[src/rtl/cpu_pkg.sv]
// Shared pipeline definitions: word width, fetch FSM states, architectural reset/vector defaults.
package cpu_pkg;

  localparam int unsigned XLEN = 32;

  localparam logic [XLEN-1:0] RESET_PC_DEFAULT   = 32'h0000_1000;
  localparam logic [XLEN-1:0] EXC_VECTOR_DEFAULT = 32'h0000_2000;
  localparam logic [XLEN-1:0] NOP_INSTR_DEFAULT  = 32'h0000_0000;

  typedef enum logic [1:0] {
    StRun,
    StMissWait,
    StTlbDrain
  } fetch_state_t;

  function automatic logic [XLEN-1:0] align_word(input logic [XLEN-1:0] addr);
    return {addr[XLEN-1:2], 2'b00};
  endfunction

endpackage

[src/rtl/pc_sel.sv]
// Next-PC priority mux: TLB vector > redirect (iret > branch > pending) > pc+4 > hold.
module pc_sel
  import cpu_pkg::*;
#(
  parameter logic [XLEN-1:0] EXC_VECTOR = EXC_VECTOR_DEFAULT
) (
  input  logic [XLEN-1:0] pc,
  input  logic            take_vector,
  input  logic            pc_update,
  input  logic            advance,
  input  logic            iret,
  input  logic [XLEN-1:0] iret_pc,
  input  logic            branch_taken,
  input  logic [XLEN-1:0] branch_target,
  input  logic            pend_valid,
  input  logic [XLEN-1:0] pend_target,
  output logic [XLEN-1:0] next_pc,
  output logic            redirect,
  output logic [XLEN-1:0] new_target
);

  logic            new_redirect;
  logic [XLEN-1:0] redir_target;

  always_comb begin
    new_redirect = iret | branch_taken;
    new_target   = align_word(iret ? iret_pc : branch_target);
    // A fresh redirect supersedes one still waiting in the pending register.
    redir_target = new_redirect ? new_target : pend_target;
    redirect     = !take_vector && pc_update && (new_redirect || pend_valid);

    next_pc = pc;
    if (take_vector) begin
      next_pc = EXC_VECTOR;
    end else if (redirect) begin
      next_pc = redir_target;
    end else if (advance) begin
      next_pc = pc + 32'd4;
    end
  end

endmodule

[src/rtl/fetch_stage.sv]
// Instruction-fetch stage: owns the PC, talks to the I-cache, and fills the IF/ID register.
module fetch_stage
  import cpu_pkg::*;
#(
  parameter logic [XLEN-1:0] RESET_PC   = RESET_PC_DEFAULT,
  parameter logic [XLEN-1:0] EXC_VECTOR = EXC_VECTOR_DEFAULT,
  parameter logic [XLEN-1:0] NOP_INSTR  = NOP_INSTR_DEFAULT
) (
  input  logic            clk,
  input  logic            reset,
  input  logic            en_fetch,
  output logic            ic_req,
  output logic [XLEN-1:0] ic_addr,
  input  logic            ic_ready,
  input  logic [XLEN-1:0] ic_rdata,
  input  logic            tlb_miss_instr,
  input  logic            last_stage_nop,
  input  logic            branch_taken,
  input  logic [XLEN-1:0] branch_target,
  input  logic            iret,
  input  logic [XLEN-1:0] iret_pc,
  output logic [XLEN-1:0] if_id_instr,
  output logic [XLEN-1:0] if_id_pc,
  output logic            if_id_valid,
  output logic            block_pipe_instr_cache,
  output logic            tlb_miss_out,
  output logic [XLEN-1:0] exc_epc,
  output logic            exc_taken
);

  fetch_state_t    state_q, state_d;
  logic [XLEN-1:0] pc_q, pc_d;
  logic            pend_valid_q;
  logic [XLEN-1:0] pend_target_q;

  logic            miss_now;
  logic            take_vector;
  logic            pc_update;
  logic            advance;
  logic            redirect;
  logic            capture;
  logic [XLEN-1:0] new_target;

  // Control decode: everything here is combinational from state and inputs.
  always_comb begin
    ic_req      = (state_q != StTlbDrain);
    ic_addr     = pc_q;
    miss_now    = ic_req && tlb_miss_instr;
    take_vector = (state_q == StTlbDrain) && last_stage_nop;
    pc_update   = en_fetch && !miss_now &&
                  ((state_q == StRun) || ((state_q == StMissWait) && ic_ready));
    advance     = pc_update && ic_ready;
    capture     = advance && !redirect;

    block_pipe_instr_cache = ic_req && !ic_ready && !tlb_miss_instr;
    tlb_miss_out           = miss_now || ((state_q == StTlbDrain) && !last_stage_nop);
    exc_taken              = take_vector;
  end

  pc_sel #(
    .EXC_VECTOR (EXC_VECTOR)
  ) u_pc_sel (
    .pc            (pc_q),
    .take_vector   (take_vector),
    .pc_update     (pc_update),
    .advance       (advance),
    .iret          (iret),
    .iret_pc       (iret_pc),
    .branch_taken  (branch_taken),
    .branch_target (branch_target),
    .pend_valid    (pend_valid_q),
    .pend_target   (pend_target_q),
    .next_pc       (pc_d),
    .redirect      (redirect),
    .new_target    (new_target)
  );

  always_comb begin
    state_d = state_q;
    unique case (state_q)
      StRun: begin
        if (miss_now) begin
          state_d = StTlbDrain;
        end else if (redirect) begin
          state_d = StRun;
        end else if (!ic_ready) begin
          state_d = StMissWait;
        end
      end
      StMissWait: begin
        if (miss_now) begin
          state_d = StTlbDrain;
        end else if (ic_ready) begin
          state_d = StRun;
        end
      end
      StTlbDrain: begin
        if (last_stage_nop) begin
          state_d = StRun;
        end
      end
      default: state_d = StRun;
    endcase
  end

  always_ff @(posedge clk) begin
    if (reset) begin
      state_q <= StRun;
      pc_q    <= RESET_PC;
    end else begin
      state_q <= state_d;
      pc_q    <= pc_d;
    end
  end

  // Redirects that cannot be applied yet wait here; the exception vector discards them.
  always_ff @(posedge clk) begin
    if (reset) begin
      pend_valid_q  <= 1'b0;
      pend_target_q <= '0;
    end else if (take_vector || miss_now || redirect) begin
      pend_valid_q  <= 1'b0;
    end else if (iret || branch_taken) begin
      pend_valid_q  <= 1'b1;
      pend_target_q <= new_target;
    end
  end

  always_ff @(posedge clk) begin
    if (reset) begin
      if_id_instr <= NOP_INSTR;
      if_id_pc    <= '0;
      if_id_valid <= 1'b0;
    end else if (en_fetch) begin
      if_id_pc <= pc_q;
      if (capture) begin
        if_id_instr <= ic_rdata;
        if_id_valid <= 1'b1;
      end else begin
        if_id_instr <= NOP_INSTR;
        if_id_valid <= 1'b0;
      end
    end
  end

  always_ff @(posedge clk) begin
    if (reset) begin
      exc_epc <= '0;
    end else if (miss_now) begin
      exc_epc <= pc_q;
    end
  end

endmodule
[config.mk]
export PLATFORM = sky130hd
export DESIGN_NAME = fetch_stage
export DESIGN_NICKNAME = d
export VERILOG_FILES = /design/src/rtl/cpu_pkg.sv /design/src/rtl/pc_sel.sv /design/src/rtl/fetch_stage.sv
export SDC_FILE = /design/constraint.sdc
export NUM_CORES = 1
export LEC_CHECK = 0
export CORE_MARGIN = 2
export CORE_UTILIZATION = 44
export DETAILED_ROUTE_END_ITERATION = 7
export PLACE_DENSITY = 0.77
export SLEW_MARGIN = 5
export SYNTH_ARGS = -nofsm -noshare
export SYNTH_HDL_FRONTEND = slang
export SYNTH_SLANG_ARGS = --single-unit
[constraint.sdc]
create_clock -name clk -period 4.46 [get_ports clk]
set_input_delay 0.446 -clock clk [delete_from_list [all_inputs] [get_ports clk]]
set_output_delay 0.446 -clock clk [all_outputs]
set_load 0.01 [all_outputs]
-- Word level (Yosys, flattened, before mapping)
Cells that the tools add are included.
- flip-flop bits (word level): 162
- word-level logic and storage cells: 63
- add/sub/neg operators: 1
- eq/ne operators: 6
- multiplexer cells: 14
- bitwise gates (word level): 2
- reduce and logical (&&, ||, !) cells: 31
- operator list (operator ; number):
    $mux 32 ; 5
    $add 32x3->32 const B ; 1
    $mux 14 ; 1
    $logic_and 1x1->1 ; 12
    $mux 2 ; 6
    $logic_not 1->1 ; 6
    $logic_or 1x1->1 ; 6
    $pmux 2 s3 ; 1
    $ne 2x2->1 const B ; 2
    $ne 4x4->1 const B ; 1
    $reduce_or 2->1 ; 2
    $ne 3x3->1 const B ; 1
    $reduce_and 3->1 ; 1
    $reduce_bool 3->1 ; 1
    $eq 2x1->1 const B ; 1
    $eq 2x2->1 const B ; 1
    $logic_not 2->1 ; 1
    $reduce_and 2->1 ; 1
    $reduce_bool 2->1 ; 1
    $mux 1 ; 1
    $not 1->1 ; 1
    $or 1x1->1 ; 1

-- Depth between registers and ports, before layout
- depth in word-level cells: 10
- mapped depth: 7
- depth with buffers taken out: 6

-- Hierarchy
From an unflattened synthesis, not the netlist that was laid out.
- cell total of the unflattened synthesis: 844
- area total of the unflattened synthesis: 7726.2 um^2
- modules (own cells, without submodules) (module ; times used ; cells each ; area an instance (um^2) ; seq. area each (um^2)):
    fetch_stage ; 1 ; 555 ; 5776.8 ; 3283.1
    pc_sel ; 1 ; 289 ; 1949.4 ; 0.0

-- Least setup slack after synthesis
No wires, ideal clock.
- path type: input to register
- from: in branch_taken
- to: reg pc_q[20], in the netlist ic_addr[20]
- library setup time: 133 ps
- arrival: 1737 ps
- required time: 4327 ps
- setup slack: 2591 ps
- cell stages on the path: 6
- path through: clkbuf_1 > clkbuf_1 > mux2_2 > mux2_2 > o21ai_0 > a21oi_1
- word-level cells in the longest chain between the ends: 4
- elaborated cells on any way between the ends: 6
- those cells by class: mux (2); bitwise (1); reduce/logical (3)
- RTL lines (what ; line ; RTL):
    start: declaration ; fetch_stage.sv:18 ; input logic branch_taken,
    $or 1x1->1 (*) ; pc_sel.sv:26 ; new_redirect = iret | branch_taken;
    $logic_or 1x1->1 ; pc_sel.sv:30 ; redirect = !take_vector && pc_update && (new_redirect || pend_valid);
    $logic_and 1x1->1 ; pc_sel.sv:30 ;
    $mux 32 or $reduce_bool 2->1 (tied branches) ; -- ;
    end signal: assignment ; fetch_stage.sv:112 ; pc_q <= pc_d;
    end: declaration ; fetch_stage.sv:32 ; logic [XLEN-1:0] pc_q, pc_d;
Every way passes the cells marked *; elsewhere a longest branch is shown, timed or not.
A chain may end at the register's enable or synchronous reset.

-- Worst setup path after layout
- from: in en_fetch
- to: reg pc_q[24], in the netlist ic_addr[24]
- word-level cells in the longest chain between the ends: 5
- elaborated cells on any way between the ends: 7
- those cells by class: mux (1); reduce/logical (6)
- RTL lines (what ; line ; RTL):
    start: declaration ; fetch_stage.sv:11 ; input logic en_fetch,
    $logic_and 1x1->1 (*) (2 in series) ; fetch_stage.sv:50 ; pc_update = en_fetch && !miss_now &&
    $logic_and 1x1->1 (2 in series) ; pc_sel.sv:30 ;
    $mux 32 or $reduce_bool 2->1 (tied branches) ; -- ;
Marks and branches as above.

==> run summary <==
### Worst setup path
• 3.01 ns — data arrival time of the critical path
• 0.75 ns — Largest stage delay, worst path
• buf_2 > buf_4 > nand4bb_1 > nor4_4 > nand4_1 > xor2_1 > a21oi_1 — cells traversed along the worst timing path
• 4.81 ns — required time at the endpoint of the critical path
• simple AND/OR/NAND/NOR gates — kind of cell adding the most delay to the critical path
• input pin — startpoint class of the critical path
• 57 — largest fanout of any net on the critical path
• sky130_fd_sc_hd__nor4_4 — slowest cell on the critical path
• 2 — Critical path buffers and inverters
• flop — endpoint type of the worst setup path
• in -> reg — type of the worst setup path

### Floorplanning
• 17300 um^2 — full die area
• 237 — number of top-level pins
• 15900 um^2 — core region area
• 132 um — die outline width
• 45.2% — starting utilization of the core area
• 46 — count of standard-cell rows
• 132 um — die outline height

### Place
• 1.31 ns — pre-CTS setup slack
• 1205 — count of placed standard cells including taps
• 232 — quantity of I/O buffers inserted on ports
• 14.3 mm — half-perimeter wire length of the detailed placement result
• 0.802 — global placement routability congestion

### STA
• 0.00633 ns — skew final
• 0 ns — Post-Route Setup TNS
• no — unrepaired setup endpoints after global routing
• 376 MHz — Max Freq
• 0.453 ns — Hold Slack
• 0 — Finish-stage setup viols
• 2.66 ns — minimum period implied by the final worst setup slack
• 59.6% — fin crit share
• 0 — endpoints failing hold
• 1.18 ns — Worst-Margin Slew
• 20.9% — normalized max-slew margin
• 1.80 ns — worst path setup slack after routing
• 0 — fin. max-slew vios

### Global route
• 6094 — number of global-route vias before repair
• 0 — initial antenna violation count
• 85 — pin count of the biggest net entering global routing
• 23.6% — global-route usage over all layers
• 0 — sum of overflow across all layers after global routing
• 33.1 mm — global-route wire length before repair

### Clock network
• 0.42 ns — latest clock arrival within the worst-skew pair
• built — clock tree from TritonCTS
• 2 — clock buffer depth
• 0 — post-CTS setup repair buffer count
• 162 — count of clock tree sinks
• 0 — post-cts gate resize count
• 0 — hold-fix buffer count after cts
• 17 — total CTS buffers
• sky130_fd_sc_hd__clkbuf_16 — CTS Root Cell
• 4 — H-tree Lvls
• 0.06 ns — clock-pin slew on the worst setup and hold paths

### Drt
• 0 — number of nets with antenna violations after routing
• 16.6 um — average wire per standard cell
• 6533 — vias after detailed routing
• 1.08 mm — WL met3
• 433 — DRC marker count from the first detailed-route iteration
• 20.6 mm — routed wire length
• 5 — first-pass iteration count of the detailed router
• 9.49 mm — routed length on met2
• met4 — top metal layer carrying routed signals
• 5.28 — post-detailed-route via-to-cell ratio
• 9.67 mm — routed length on met1
• 0 — remaining routing DRC violations

### Power and ir drop
• 3.57 mW — Overall Power
• 3.76 nW — leak pwr
• 0.290 mV — maximum VDD drop
• 14.6% — share of total power in combinational logic
• 25.8% — switching power as a share of total power
• 0.921 mW — net switching power of the design
• 44.6% — relative contribution of sequential cells to total power
• 2.64 mW — internal power component
• 352 nW/um^2 — pwr dens
• 40.8% — Clock Power Share

### Synthesis
• 812 — Synth Instances
• 7170 um^2 — summed instance area of the synthesized netlist
• 162 — total of flip-flops plus latches after synthesis
• 8.83 um^2 — Mean Syn Cell Area
• 43 — count of different cell masters after synthesis
• 0 — yosys warns
• 917 — Mapped Nets
• 45.2% — fraction of the yosys area taken by sequential cells

### Cells and area
• 0 — antenna diode count
• sky130_fd_sc_hd__clkdlybuf4s50_1 (228), sky130_fd_sc_hd__dfxtp_1 (162), sky130_fd_sc_hd__nor2_1 (118), sky130_fd_sc_hd__nand2_1 (81) — most used cells in the layout excluding fill and tap cells
• 1113 — count of nets after finishing
• 7.54% — ratio of cells with drive above 1 in the final layout
• sky130_fd_sc_hd__clkdlybuf4s50_1 — commonest non-fill, non-tap cell in the layout
• 1237 — final std cells w/o fill
• 41.3% — Area growth, synth to finish

### Run
• 0 — max-cap check violation count

### Worst hold path
• reg -> reg — type of the tightest min-delay check

### Outcome
• finished, final reports clean — run status

flip-flops by register name, indices dropped and copies added (netlist names):
signal         cells
pend_target_q     30
pend_valid_q       1
if_id_instr       32
ic_addr           32
if_id_pc          32
exc_epc           32
state_q            2
if_id_valid        1
power by group through the flow:
stage / Sequential [mW] / Combinational [mW] / Clock (mW)
floorplan: 1.62 / 0.266 / 0
CTS: 1.59 / 0.522 / 1.48
global placement: 1.62 / 0.511 / 0
global route: 1.60 / 0.565 / 1.55
detailed placement: 1.62 / 0.519 / 0
finish: 1.59 / 0.520 / 1.46
tightest hold or removal path: stages (launching register included):
cell and delay (ns):
sky130_fd_sc_hd__dfxtp_1 0.31, sky130_fd_sc_hd__nand2_1 0.05, sky130_fd_sc_hd__a21oi_1 0.05
synth_stat cells (all sizes together):
cell type | count | area [um^2]
xnor2 | 8 | 70.1
dfxtp | 162 | 3240
nand3 | 7 | 35.0
nand2b | 8 | 52.6
nor3 | 7 | 40.0
clkbuf | 44 | 165
o2111ai | 1 | 8.76
and4bb | 1 | 12.5
and3 | 5 | 31.3
xor2 | 20 | 175
and2 | 2 | 12.5
nand2 | 82 | 308
nand4bb | 1 | 11.3
and3b | 1 | 8.76
inv | 8 | 30.0
a311oi | 7 | 61.3
mux2i | 75 | 751
o21ai | 25 | 125
nor2b | 23 | 144
nor3b | 1 | 7.51
a31oi | 2 | 12.5
a22oi | 9 | 67.6
nor4 | 6 | 73.8
nor2 | 118 | 443
a211oi | 47 | 353
ha | 1 | 12.5
a21oi | 76 | 384
buf | 20 | 104
o21a | 1 | 7.51
and4 | 3 | 26.3
a2111oi | 1 | 27.5
nand4b | 1 | 8.76
nand4 | 16 | 106
mux2 | 22 | 248
or2 | 1 | 6.26
kinds of logic (layout without fill, tap and decap cells):
| group | Yosys count | in the layout | synth area share [%] |
|---|---|---|---|
| compound gates | 169 | 169 | 14.6 |
| mux | 97 | 97 | 13.9 |
| flops | 162 | 162 | 45.2 |
| xor+xnor | 28 | 28 | 3.42 |
| simple gates | 283 | 283 | 18.5 |
| buf+inv | 72 | 281 | 4.17 |
| fa+ha+maj | 1 | 1 | 0.174 |
layout make-up:
type                       count  area [um^2]
clock inverter                12          133
sequential                   162         3240
inverter                       8         30.0
multi-input combinational    578         3630
fill                        1406         5750
clock buffer                  20          457
tap                          216          270
timing repair buffer         241         2370
per-stage QoR:
stage | cell area [um^2] | util [%]
floorplan | 7170 | -
global placement | 9550 | 60.1
detailed placement | 9550 | 60.1
CTS | 10100 | 63.8
global route | 10100 | 63.8
finish | 10100 | 63.8
layer usage:
metal / track usage (%) / up-vias
met3: 4.98 / 29
li1: - / 3219
met1: 31.9 / 3061
met2: 37.8 / 224
met4: 7.55 / 0
met5: 0 / -
worst paths after layout:
kind / endpoint / depth (start not counted) / slack (ns) / from
hold reg to reg: exc_epc[11] / 2 / 0.45 / exc_epc[11]
setup reg to reg: ic_addr[23] / 6 / 2.03 / state_q[1]
hold / removal: exc_epc[11] / 2 / 0.45 / exc_epc[11]
setup / recovery: ic_addr[24] / 7 / 1.80 / en_fetch
Power figures use the tool's default switching activity.
